### config.mk
export PLATFORM = sky130hd
export DESIGN_NAME = irrigation_sequencer
export DESIGN_NICKNAME = d
export VERILOG_FILES = /design/src/rtl/irrig_pkg.sv /design/src/rtl/irrig_dwell_counter.sv /design/src/rtl/irrigation_sequencer.sv
export SDC_FILE = /design/constraint.sdc
export NUM_CORES = 1
export LEC_CHECK = 0
export ABC_AREA = 1
export CORE_MARGIN = 2
export CORE_UTILIZATION = 58
export DETAILED_ROUTE_END_ITERATION = 16
export PLACE_DENSITY = 0.83
export SYNTH_ARGS = -nofsm -noshare
export SYNTH_HDL_FRONTEND = slang
export SYNTH_HIERARCHICAL = 1
export SYNTH_SLANG_ARGS = --single-unit
### constraint.sdc
create_clock -name CLK -period 4.96 [get_ports CLK]
set_input_delay 0.992 -clock CLK [delete_from_list [all_inputs] [get_ports CLK]]
set_output_delay 0.992 -clock CLK [all_outputs]
set_load 0.02 [all_outputs]
### src/rtl/irrig_pkg.sv
`default_nettype none
// +------------------------------------------------------------------+
// | irrig_pkg: shared mode codes, sequencer states, fault bit indices |
// | Rev 1.0                                                          |
// +------------------------------------------------------------------+
package irrig_pkg;

  // Mode codes match the mode classifier's output encoding
  localparam logic [1:0] NADA = 2'b00;
  localparam logic [1:0] ASP  = 2'b10;
  localparam logic [1:0] GOT  = 2'b01;

  typedef enum logic [2:0] {
    IDLE = 3'b000,
    OPEN = 3'b001,
    RUN  = 3'b010,
    STOP = 3'b011
  } state_t;

  localparam int FLT_DRY = 0;
  localparam int FLT_TMO = 1;

endpackage
`default_nettype wire

### src/rtl/irrig_dwell_counter.sv
`default_nettype none
// +------------------------------------------------------------------+
// | irrig_dwell_counter: CW-bit saturating dwell counter, sync clear  |
// | Rev 1.0                                                          |
// +------------------------------------------------------------------+
module irrig_dwell_counter #(
  parameter int CW = 8
) (
  input  logic          CLK,
  input  logic          resetN,
  input  logic          clr,
  output logic [CW-1:0] cnt
);

  logic [CW-1:0] r_cnt;

  always_ff @(posedge CLK or posedge resetN) begin
    if (resetN)
      r_cnt <= '0;
    else if (clr)
      r_cnt <= '0;
    else if (r_cnt != {CW{1'b1}})
      r_cnt <= r_cnt + 1'b1;
  end

  assign cnt = r_cnt;

endmodule
`default_nettype wire

### src/rtl/irrigation_sequencer.sv
`default_nettype none
// +------------------------------------------------------------------+
// | irrigation_sequencer: valve/pump sequencing with settle, run and  |
// | drain intervals plus sticky dry-tank and timeout faults. Rev 1.0 |
// +------------------------------------------------------------------+
module irrigation_sequencer
  import irrig_pkg::*;
#(
  parameter int SETTLE_CYC  = 4,
  parameter int MIN_ON_CYC  = 8,
  parameter int MAX_RUN_CYC = 200,
  parameter int DRAIN_CYC   = 4,
  parameter int CW          = 8
) (
  input  logic       CLK,
  input  logic       resetN,
  input  logic [1:0] mode,
  input  logic       tank_low,
  output logic       valve_asp,
  output logic       valve_got,
  output logic       pump,
  output logic       busy,
  output logic [1:0] fault,
  output logic [2:0] state_out
);

  localparam logic [CW-1:0] c_settle_last = CW'(SETTLE_CYC - 1);
  localparam logic [CW-1:0] c_min_last    = CW'(MIN_ON_CYC - 1);
  localparam logic [CW-1:0] c_max_last    = CW'(MAX_RUN_CYC - 1);
  localparam logic [CW-1:0] c_drain_last  = CW'(DRAIN_CYC - 1);

  state_t        r_state;
  state_t        w_next;
  logic [1:0]    r_sel;
  logic [1:0]    r_fault;
  logic [1:0]    w_fault_set;
  logic [1:0]    w_fault_clr;
  logic [1:0]    w_mode;
  logic [CW-1:0] w_cnt;

  // Code 11 carries no zone and behaves exactly like 00
  assign w_mode = (mode == 2'b11) ? NADA : mode;

  irrig_dwell_counter #(.CW(CW)) u_dwell (
    .CLK    (CLK),
    .resetN (resetN),
    .clr    (w_next != r_state),
    .cnt    (w_cnt)
  );

  always_comb begin
    w_next      = r_state;
    w_fault_set = 2'b00;
    w_fault_clr = 2'b00;
    case (r_state)
      IDLE: begin
        if (w_mode == NADA) begin
          w_fault_clr[FLT_TMO] = 1'b1;
          w_fault_clr[FLT_DRY] = ~tank_low;
        end else if (!tank_low && r_fault == 2'b00) begin
          w_next = OPEN;
        end
      end
      OPEN: begin
        if (tank_low) begin
          w_next               = STOP;
          w_fault_set[FLT_DRY] = 1'b1;
        end else if (w_mode != r_sel) begin
          w_next = STOP;
        end else if (w_cnt == c_settle_last) begin
          w_next = RUN;
        end
      end
      RUN: begin
        if (tank_low) begin
          w_next               = STOP;
          w_fault_set[FLT_DRY] = 1'b1;
        end else if (w_cnt == c_max_last) begin
          w_next               = STOP;
          w_fault_set[FLT_TMO] = 1'b1;
        end else if (w_mode != r_sel && w_cnt >= c_min_last) begin
          w_next = STOP;
        end
      end
      STOP: begin
        if (w_cnt == c_drain_last)
          w_next = IDLE;
      end
      default: w_next = IDLE;
    endcase
  end

  always_ff @(posedge CLK or posedge resetN) begin
    if (resetN) begin
      r_state <= IDLE;
      r_sel   <= NADA;
      r_fault <= 2'b00;
    end else begin
      r_state <= w_next;
      r_fault <= (r_fault & ~w_fault_clr) | w_fault_set;
      if (r_state == IDLE && w_next == OPEN)
        r_sel <= w_mode;
    end
  end

  assign busy      = (r_state != IDLE);
  assign pump      = (r_state == RUN);
  assign valve_asp = (r_sel == ASP) && (r_state inside {OPEN, RUN, STOP});
  assign valve_got = (r_sel == GOT) && (r_state inside {OPEN, RUN, STOP});
  assign fault     = r_fault;
  assign state_out = r_state;

endmodule
`default_nettype wire

Word level (Yosys, flattened, before mapping)

Index checks and enable logic that the tools add are counted.

Add/subtract/negate cells: 1
$mul: 0
Divide/modulo/power cells: 0
Magnitude comparators: 1
Equal/unequal tests: 12
Shifts and indexed selects: 0
Muxes and demuxes: 20
Bitwise operators: 4
Reduce and logical (&&, ||, !) cells: 13

Operator list:

| operator            | count |
|---|---|
| $mux 3              | 9 |
| $mux 8              | 2 |
| $pmux 3 s4          | 1 |
| $add 8x1->8 const B | 1 |
| $eq 8x2->1 const B  | 1 |
| $eq 8x8->1 const B  | 1 |
| $ge 8x3->1 const B  | 1 |
| $ne 8x8->1 const B  | 1 |
| $eq 3x1->1 const B  | 2 |
| $eq 3x2->1 const B  | 2 |
| $mux 2              | 3 |
| $reduce_bool 3->1   | 2 |
| $logic_and 1x1->1   | 5 |
| $mux 1              | 5 |
| $eq 2x2->1 const B  | 2 |
| $logic_not 2->1     | 2 |
| $logic_not 3->1     | 1 |
| $ne 3x3->1          | 1 |
| $and 2x2->2         | 1 |
| $eq 2x1->1 const B  | 1 |
| $ne 2x2->1          | 1 |
| $not 2->2           | 1 |
| $or 2x2->2          | 1 |
| $reduce_bool 2->1   | 1 |
| 3 further kinds     | 3 |

Register bits after elaboration: 15
Latch bits: 0
Memory bits (writable): 0
ROM bits: 0
Input bits: 5
Output and inout port bits: 9
Logic and storage cells: 55
Memories: 0

Longest topological paths before layout

Gate-level depths: netlist of run 1.

Word-level depth: 10
Gate-level depth with buffers: 14
Mapped depth without buffers: 14

Modules after synthesis

Netlist of run 1, hierarchy kept.

By module, submodules not included:

| module               | instances | cells each | area an instance (um2) | sequential area each (um2) |
|---|---|---|---|---|
| irrigation_sequencer | 1         | 95         | 605.6                  | 175.2 |
| irrig_dwell_counter  | 1         | 58         | 450.4                  | 200.2 |

Least setup slack after synthesis of run 1

Ideal clock, no wire load.

Path type: input-to-reg
Start point: in mode[0]
End point: reg u_dwell.r_cnt[3], in the netlist u_dwell/cnt[3]
Arrival time: 2.266 ns
Required time: 4.841 ns
Slack: 2.575 ns
Cell stages on the path: 14
Cell sequence: inv_1 > ha_1 > inv_1 > nand2_1 > nor2_4 > a21oi_2 > nand2_1 > inv_1 > nand3_2 > nand2_1 > nand2_1 > clkinv_1 > nand3_2 > nand2_1

Cells in the longest elaborated chain, start to end: 10
Elaborated cells on any way between the ends: 15
Classes of those cells: eq/ne (3); mux (9); reduce/logical (3)

Ends and longest elaborated chain:

| element                                     | line                                                   | source |
|---|---|---|
| start: declaration                          | irrigation_sequencer.sv:17                             | `input logic [1:0] mode,` |
| $eq 2x2->1                                  | irrigation_sequencer.sv:42                             | `assign w_mode = (mode == 2'b11) ? NADA : mode;` |
| $mux 2 (*)                                  | irrigation_sequencer.sv:42                             |  |
| $ne 2x2->1                                  | irrigation_sequencer.sv:68, irrigation_sequencer.sv:81 |  |
| $logic_and 1x1->1                           | irrigation_sequencer.sv:81                             | `end else if (w_mode != r_sel && w_cnt >= c_min_last) begin` |
| $mux 3                                      | irrigation_sequencer.sv:81                             |  |
| $mux 3                                      | irrigation_sequencer.sv:78                             | `end else if (w_cnt == c_max_last) begin` |
| $mux 3                                      | irrigation_sequencer.sv:75                             | `if (tank_low) begin` |
| $pmux 3 s4 (*)                              | irrigation_sequencer.sv:55                             | `case (r_state)` |
| named net w_next[0]                         | irrigation_sequencer.sv:33                             | `state_t w_next;` |
| $ne 3x3->1 (*)                              | irrigation_sequencer.sv:47                             | `.clr (w_next != r_state),` |
| $mux 8 or $reduce_bool 2->1 (tied branches) | n/a                                                    |  |
| end signal: assignment                      | irrig_dwell_counter.sv:23                              | `r_cnt <= r_cnt + 1'b1;` |
| end: declaration                            | irrig_dwell_counter.sv:15                              | `logic [CW-1:0] r_cnt;` |

Mark *: on every way through the listed nets, which the timed path passes. The rest lies on a longest branch.
A chain may end at the register's enable or synchronous reset.

Worst setup path after layout of run 1

Same ends and word-level chain as after synthesis.

==> flow_metrics.tcl, run 1 <==
set metrics [dict create \
    wl_per_cell_um 11.7 \
    drt_first_pass_iters 4 \
    antenna_found_initial 0 \
    grt.overflow.total 0 \
    max_cap_viol_count 0 \
    outcome "finished clean" \
    max-vdd-ir-drop_mv 0.332 \
    cp_top_family "buffers and inverters" \
    final_antenna_net_count 0 \
    numCtsBuffers 3 \
    chipHeight_um 46.7 \
    ys_ff_latch 15 \
    clock_latency_ns 0.29 \
    crit_buf_inv 5 \
    io_pins 14 \
    timing.final.hold_violations 0 \
    finalMaxSlewViolations 0 \
    rsz0062_at_grt "no" \
    drcViolationCount 0 \
    whs_path_depth 2 \
    fin_nets 179 \
    core-area_sq_um 1730 \
    fin_skew_ns 0.000680 \
    fin_crit_sh_pct 55.8 \
    synth_top_cell_by_area "dfrtp_1" \
    critical-path-max-stage-delay_ns 0.49 \
    p_leak_nw 0.652 \
    grt_pass1_vias 858 \
    root_buffer "clkbuf_4" \
    crit_path_frequent_cell "nand2_1" \
    vias 1027 \
    wl_met3_um 162 \
    syn_nets 161 \
    n_fill_cell 141 \
    min_path_type "reg2reg" \
    routed_wl_um 2280 \
    top_layer "met4" \
    ys_warn_count 6 \
    syn_area_per_cell_sq_um 6.90 \
    synth_seq_area_share_pct 35.5 \
    startpoint_type "input port" \
    period_minus_slack_ns 2.77 \
    post_cts_buffers 0 \
    diodes 0 \
    crit_path_max_fanout 9 \
    fin_setup_tns_ns 0 \
    critPathSlowestCell "clkdlybuf4s50_1" \
    p_per_area_nw_per_um2 386 \
    cp.depth 15 \
    start_util_pct 61.2 \
    cts.sinks 15 \
    viasPerCell 5.27 \
    grt_pass1_wl_um 3620 \
    r2r_cells 12 \
    grt_max_degree 10 \
    rows 15 \
    die_area_sq_um 2180 \
    synth_area_sq_um 1060 \
    clk_path_buf_depth 2 \
    grt_use_total_pct 24.6 \
    dp_hpwl_um 1820 \
    drive_above_1_share_pct 9.41 \
    dr.first_iter.drc_count 36 \
    synthTopCellsByArea "dfrtp_1 36%, nand2_1 15%, inv_1 8.2%" \
    path_clk_slew_ns 0.09 \
    wl_met1_um 1030 \
    synth.top_cell.area_share_pct 35.5 \
    cts_resized 0 \
    arrival_ns 2.96 \
    cp-end-kind "flop" \
    ctsHtreeMaxLevel 1 \
    gp_congestion 0.895 \
    criticalPathCategory "in2reg" \
    ys_types 27 \
    setup_violations 0 \
    cp.required_ns 5.15 \
    wl_met2_um 1060 \
    synthToLayoutAreaGrowth_pct 17.8 \
    ctsHoldBuffers 0 \
    fmax_mhz 361 \
    cts_tree "done" \
    utilization_pct 72.0 \
    die_x_um 46.7 \
    portBuffers 13 \
    synth_cells 153 \
    path_cells "clkdlybuf4s50_1 -> inv_1 -> ha_1 -> inv_1 -> nand2_1 -> nor2_4 -> a21oi_2 -> nand2_1 -> inv_1 -> nand3_2 -> nand2_1 -> nand2_1 -> clkinv_1 -> nand3_2 -> nand2_1" \
]
[layout make-up]
class | count | area (sq um) | area share (%)
Clock buffer | 4 | 26.3 | 2.11
Inverter | 25 | 93.8 | 7.55
Sequential cell | 15 | 375 | 30.2
Tap cell | 25 | 31.3 | 2.52
Multi-Input combinational cell | 113 | 587 | 47.2
Timing Repair Buffer | 13 | 130 | 10.5
[cells in the mapped netlist]
master and number:
mux2_1 1, o21ai_0 2, nor2_2 2, ha_1 3
conb_1 1, or2_2 1, o211ai_1 1, dfrtp_1 15
inv_2 1, nor3_1 2, inv_1 23, or2_1 1
nand3_1 14, clkinv_1 1, a21oi_2 1, xnor2_1 2
nor2_1 20, nand2_1 41, o21ai_1 2, a21oi_1 2
o31ai_1 1, nand3_2 3, nand4_1 4, xor2_1 2
nor2_4 2, o21bai_1 2, nand2_2 3
[path summary, 6_finish.rpt]
path	startpoint	end	slack [ns]
max	mode[0]	u_dwell/cnt[3]$_DFFE_PP0P_	2.19
min	fault[1]$_DFF_PP0_	fault[1]$_DFF_PP0_	0.53
max reg2reg	u_dwell/cnt[7]$_DFFE_PP0P_	u_dwell/cnt[3]$_DFFE_PP0P_	3.05
min reg2reg	fault[1]$_DFF_PP0_	fault[1]$_DFF_PP0_	0.53
max in group asynchronous	resetN	u_dwell/cnt[0]$_DFFE_PP0P_	3.76
min in group asynchronous	resetN	state_out[1]$_DFF_PP0_	0.96
[layout by cell type, fill, tap and decap left out, drive strengths merged, types with 2 or more instances in the layout]
| cell | n |
|---|---|
| a21oi | 3 |
| clkdlybuf4s50 | 13 |
| inv | 24 |
| o21bai | 2 |
| or2 | 2 |
| nand3 | 17 |
| xnor2 | 2 |
| ha | 3 |
| clkbuf | 4 |
| nand2 | 44 |
| dfrtp | 15 |
| nor2 | 24 |
| nand4 | 4 |
| xor2 | 2 |
| o21ai | 4 |
| nor3 | 2 |
[worst reg2reg max path: cells and delay by family, from the launching register on]
family / cells / cell delay [ns]
buffers and inverters: 1 / 0.22
flip-flops: 1 / 0.50
AND/OR/NAND/NOR: 11 / 1.09
[through the flow]
| step | hold slack, ns | instances | setup slack [ns] | area (sq um) | total power [W] |
|---|---|---|---|---|---|
| finish | 0.533 | 195 | 2.19 | 1240 | 0.000480 |
| global route | 0.555 | 195 | 2.01 | 1240 | 0.000520 |
| CTS | 0.537 | 195 | 2.18 | 1240 | 0.000482 |
| detailed placement | 0.515 | 191 | 1.87 | 1220 | 0.000410 |
| global placement | 0.502 | 191 | 1.95 | 1220 | 0.000402 |
| floorplan | 0.561 | 153 | 2.57 | 1060 | 0.000336 |
[kinds of logic (layout without fill, tap and decap cells)]
kind of cell	Yosys count	in the layout	share of synthesized area [%]
compound gates	11	11	6.52
xor+xnor	4	4	3.32
fa+ha+maj	3	3	3.55
buf+inv	25	42	8.89
flops	15	15	35.5
mux	1	1	1.07
other cells	1	1	0.355
simple gates	93	93	40.8
[per-layer routing]
| layer | vias to the layer above | track usage, % |
|---|---|---|
| met2 | 27 | 36.9 |
| li1 | 517 | - |
| met3 | 5 | 5.88 |
| met1 | 478 | 33.9 |
| met5 | - | 0 |
| met4 | 0 | 10.0 |
[state kept, by name, indices dropped and copies added (netlist names)]
signal	count
u_dwell/cnt	8
fault	2
state_out	3
r_sel	2
[power by group]
part           switching, W  internal (W)  total (W)
combinational      0.000125     0.0000913   0.000216
sequential        0.0000418      0.000150   0.000191
clock             0.0000413     0.0000314  0.0000727
Power figures use the tool's default switching activity.
==> run 2: changes to the inputs <==
CORE_UTILIZATION = 48   (was 58)
PLACE_DENSITY = 0.74   (was 0.83)
clock period = 2.4 ns   (was 4.96 ns; I/O delays follow)
==> run 2 against run 1 <==
Net effect: sequential share of layout area shrank 1.0 points; critical path depth shrank 11; register-to-register slack lost 2.6 ns; clock skew grew 0.017 ns; combinational power grew 120%; sequential cell count is the same; power grew 110%; sequential power grew 110%; die area grew 19%; cell count grew 3.6%; non-clock buffer count grew 5.
==> flow_metrics.tcl, run 2 (synthesis gave the netlist of run 1 again) <==
set metrics [dict create \
    outcome "finished clean" \
    io_pins 14 \
    core-area_sq_um 2020 \
    power_w 0.00103 \
    root_buffer "clkbuf_4" \
    rsz0062_at_grt "no" \
    timing.final.hold_violations 0 \
    timing.final.ws_setup_ns 0.150 \
    gp_congestion 0.862 \
    use_met3_pct 1.75 \
    largest_reg_flops 8 \
    setup_violations 0 \
    p_per_area_nw_per_um2 801 \
    start_util_pct 52.2 \
    fin_crit_sh_pct 93.8 \
    utilization_pct 63.7 \
    layout_commonest_cell "nand2_1" \
    final_cell_mix "41 x nand2_1, 23 x inv_1, 20 x nor2_1" \
    max_cap_viol_count 0 \
    power.internal_w 0.000579 \
    criticalPathCategory "reg2out" \
    grt_use_total_pct 20.5 \
    clk_path_buf_depth 2 \
    rows 16 \
    clock_latency_ns 0.30 \
    final_cells 202 \
    r2r_slack_ns 0.48 \
    p_leak_nw 0.697 \
    place_worst_setup_slack_ns -0.131 \
    dp_hpwl_um 1860 \
    ctsHtreeMaxLevel 1 \
    vias 1032 \
    fmax_mhz 444 \
    net-switching-power_w 0.000453 \
    viasPerCell 5.11 \
    antenna_found_initial 0 \
    cp.required_ns 1.92 \
    fin_nets 184 \
    path_clk_slew_ns 0.11 \
    final_antenna_net_count 0 \
    critical-path-max-stage-delay_ns 0.61 \
    p_seq_share_pct 38.9 \
    finalMaxSlewViolations 0 \
    fin_skew_ns 0.0174 \
    pwr-share-clk_pct 15.1 \
    cts_tree "done" \
    dr.first_iter.drc_count 33 \
    fin_setup_tns_ns 0 \
    cp-end-kind "primary output" \
    met2_usage_pct 30.5 \
    grt.busiest_layer "met1" \
    cts.sinks 15 \
    die_area_sq_um 2590 \
    grt.overflow.total 0 \
    diodes 0 \
    grt_pass1_wl_um 4060 \
    max-vdd-ir-drop_mv 0.509 \
    chipHeight_um 50.9 \
    grt_max_degree 10 \
    grt_pass1_vias 924 \
    path_cells "nor2_2 -> nand2_2 -> inv_1 -> clkdlybuf4s50_1" \
    routed_wl_um 2320 \
    arrival_ns 1.77 \
    die_x_um 50.9 \
    drt_first_pass_iters 4 \
    critPathSlowestCell "clkdlybuf4s50_1" \
    min_path_type "in2async" \
    crit_path_max_fanout 7 \
    drcViolationCount 0 \
    power.share.combinational_pct 46.0 \
    dp.cells 198 \
    synthToLayoutAreaGrowth_pct 21.9 \
    period_minus_slack_ns 2.25 \
    drive_above_1_share_pct 12.6 \
    portBuffers 13 \
    numCtsBuffers 3 \
    met1_usage_pct 30.7 \
    p_sw_share_pct 43.9 \
    startpoint_type "flop" \
    wl_per_cell_um 11.5 \
]
## run 2: critical path, delay by kind of cell, from the launching register on
kind	cells	cell delay [ns]
buf+inv	2	0.71
flops	1	0.48
simple gates	2	0.29
## run 2: through the flow
| step | cell area [sq um] | hold WS (ns) |
|---|---|---|
| 3_5_place_dp | 1260 | 0.541 |
| 5_1_grt | 1290 | 0.464 |
| 2_1_floorplan | 1060 | 0.283 |
| 6_report | 1290 | 0.429 |
| 4_1_cts | 1280 | 0.445 |
| 3_3_place_gp | 1260 | 0.504 |
## run 2: what timing repair did
action,CTS,global route
resized for setup,0,1
endpoints found under the setup margin,0,1
setup buffers,0,0
hold endpoints to repair,0,0
hold buffers,0,0
## run 2: final cells by class
| type | instances | area (sq um) |
|---|---|---|
| fill | 185 | 734 |
| multi-input combinational | 113 | 587 |
| sequential | 15 | 375 |
| timing repair buffer | 18 | 170 |
| inverter | 25 | 93.8 |
| tap | 27 | 33.8 |
| clock buffer | 3 | 22.5 |
| clock inverter | 1 | 5.00 |
## run 2: final timing paths
path | startpoint | end | cells after the start
setup / recovery | state_out[0]$_DFF_PP0_ | pump | 4
hold / removal | resetN | r_sel[0]$_DFFE_PP0P_ | 2
setup reg to reg | u_dwell/cnt[7]$_DFFE_PP0P_ | u_dwell/cnt[6]$_DFFE_PP0P_ | 12
hold reg to reg | fault[1]$_DFF_PP0_ | fault[1]$_DFF_PP0_ | 2
max in group asynchronous | resetN | r_sel[1]$_DFFE_PP0P_ | 2
min in group CLK | fault[1]$_DFF_PP0_ | fault[1]$_DFF_PP0_ | 2
## run 2: per-layer routing
layer,vias up,wire length (um)
met1,467,1140
met2,31,1040
met4,0,40
met3,5,102
met5,-,0
li1,529,-
## run 2: power by group through the flow
stage	Combinational, W	Clock, W	Sequential [W]
detailed placement	0.000476	0	0.000401
finish	0.000475	0.000155	0.000401
floorplan	0.000283	0	0.000411
global route	0.000530	0.000168	0.000413
global placement	0.000465	0	0.000397
CTS	0.000479	0.000155	0.000398
==> run 3: changes to the inputs <==
PLACE_DENSITY = 0.83   (was 0.74)
==> run 3 against run 2 <==
Net effect: core utilization down 0.43 points; non-clock buffer count down 1; cell count down 0.50%; hold slack better by 0.016 ns; via count up 3.7%; critical path type is now in2reg; largest power group unchanged.
==> flow_metrics.tcl, run 3 (synthesis gave the netlist of run 1 again) <==
set metrics [dict create \
    drive_above_1_share_pct 11.5 \
    crit_path_frequent_cell "nand2_1" \
    cts.sinks 15 \
    rows 16 \
    place_worst_setup_slack_ns -0.0996 \
    root_buffer "clkbuf_4" \
    grt_max_degree 10 \
    post_cts_buffers 0 \
    worstReg2RegStart "u_dwell/cnt[7]$_DFFE_PP0P_" \
    cp.required_ns 2.62 \
    wl_per_cell_um 12.4 \
    grt_pass1_wl_um 4150 \
    crit_path_max_fanout 9 \
    chipHeight_um 50.9 \
    largest_reg_flops 8 \
    layout_commonest_cell "nand2_1" \
    core-area_sq_um 2020 \
    timing.final.hold_violations 0 \
    final_cell_mix "41 x nand2_1, 23 x inv_1, 20 x nor2_1" \
    path_cells "clkdlybuf4s50_1 -> inv_1 -> ha_1 -> xor2_1 -> nor2_1 -> o21ai_0 -> nand2_1 -> nand3_2 -> nand2_1 -> nand2_1 -> clkinv_1 -> nand3_2 -> nand2_1" \
    dp.cells 197 \
    fin_skew_ns 0.00990 \
    max-vdd-ir-drop_mv 0.573 \
    clk_path_buf_depth 2 \
    gp_congestion 0.898 \
    portBuffers 13 \
    crit_start "mode[0]" \
    arrival_ns 2.51 \
    path_clk_slew_ns 0.09 \
    dr.first_iter.drc_count 39 \
    grt_use_total_pct 21.2 \
    dp_hpwl_um 1940 \
    startpoint_type "input port" \
    cp-end-kind "flop" \
    period_minus_slack_ns 2.29 \
    n_fill_cell 181 \
    outcome "finished clean" \
    rsz0062_at_grt "no" \
    io_pins 14 \
    routed_wl_um 2500 \
    fin_crit_sh_pct 95.3 \
    critPathSlowestCell "clkdlybuf4s50_1" \
    whs_ns 0.445 \
    antenna_found_initial 0 \
    final_cells 201 \
    final_antenna_net_count 0 \
    critical-path-max-stage-delay_ns 0.48 \
    drcViolationCount 0 \
    final-seq-area_sq_um 375 \
    grt_pass1_vias 953 \
    timing.final.ws_setup_ns 0.113 \
    cts_tree "done" \
    min_path_type "in2async" \
    start_util_pct 52.2 \
    finalMaxSlewViolations 0 \
    multiInputGateArea_sq_um 587 \
    drt_first_pass_iters 4 \
    criticalPathCategory "in2reg" \
    die_x_um 50.9 \
    grt.overflow.total 0 \
    p_leak_nw 0.689 \
    ctsHoldBuffers 0 \
    ctsHtreeMaxLevel 1 \
    vias 1070 \
    synthToLayoutAreaGrowth_pct 21.1 \
    fin_setup_tns_ns 0 \
    max_cap_viol_count 0 \
    fmax_mhz 437 \
    clock_latency_ns 0.29 \
    fin_nets 183 \
    die_area_sq_um 2590 \
    p_per_area_nw_per_um2 796 \
    numCtsBuffers 3 \
    viasPerCell 5.32 \
    setup_violations 0 \
    r2r_slack_ns 0.39 \
    diodes 0 \
]
## run 3: cell count changes in the layout (fill, tap and decap cells not counted)
cell / previous run / this run
buf_4: 5 / 4
clkinv_2: 1 / 0
clkbuf_1: 0 / 1
## run 3: routing by layer
| metal | share of wire (%) | vias up | global-route usage (%) |
|---|---|---|---|
| met5 | 0 | - | 0 |
| met4 | 1.9 | 0 | 9.91 |
| met3 | 6.6 | 7 | 3.51 |
| met2 | 48 | 40 | 35.3 |
| met1 | 43 | 498 | 26.7 |
| li1 | - | 525 | - |
## run 3: power breakdown
part	internal [W]	leakage (nW)	total [W]	switching [W]
clock network	0.0000647	0.0150	0.000147	0.0000823
logic	0.000199	0.473	0.000471	0.000272
registers	0.000309	0.201	0.000399	0.0000903
## run 3: per-stage QoR
| step | utilization, % | cell area [sq um] | total power (W) |
|---|---|---|---|
| global route | 63.2 | 1280 | 0.00110 |
| CTS | 63.1 | 1280 | 0.00102 |
| global placement | 61.8 | 1250 | 0.000848 |
| detailed placement | 61.8 | 1250 | 0.000867 |
| floorplan | - | 1060 | 0.000694 |
| finish | 63.2 | 1280 | 0.00102 |
## run 3: path summary, 6_finish.rpt
kind                                         endpoint  depth (start not counted)
max                        u_dwell/cnt[3]$_DFFE_PP0P_                         13
min                            state_out[1]$_DFF_PP0_                          2
max reg2reg                u_dwell/cnt[3]$_DFFE_PP0P_                         12
min reg2reg                        fault[1]$_DFF_PP0_                          2
max in group asynchronous  u_dwell/cnt[0]$_DFFE_PP0P_                          2
min in group CLK                   fault[1]$_DFF_PP0_                          2
## run 3: worst max-delay path: cells and delay by family
family,cells,cell delay (ns)
fa+ha+maj,1,0.24
xor+xnor,1,0.17
simple gates,7,0.79
compound gates,1,0.13
buf+inv,3,0.70
## run 3: final cells by class
cell class | instances | area share (%)
inverter | 25 | 7.34
clock buffer | 4 | 2.05
timing repair buffer | 17 | 12.7
multi-input combinational | 113 | 45.9
sequential | 15 | 29.4
tap | 27 | 2.64
## run 3: what timing repair did
item,in CTS,in global routing
hold endpoints to repair,0,0
gates resized for setup,0,1
setup endpoints to repair,0,1
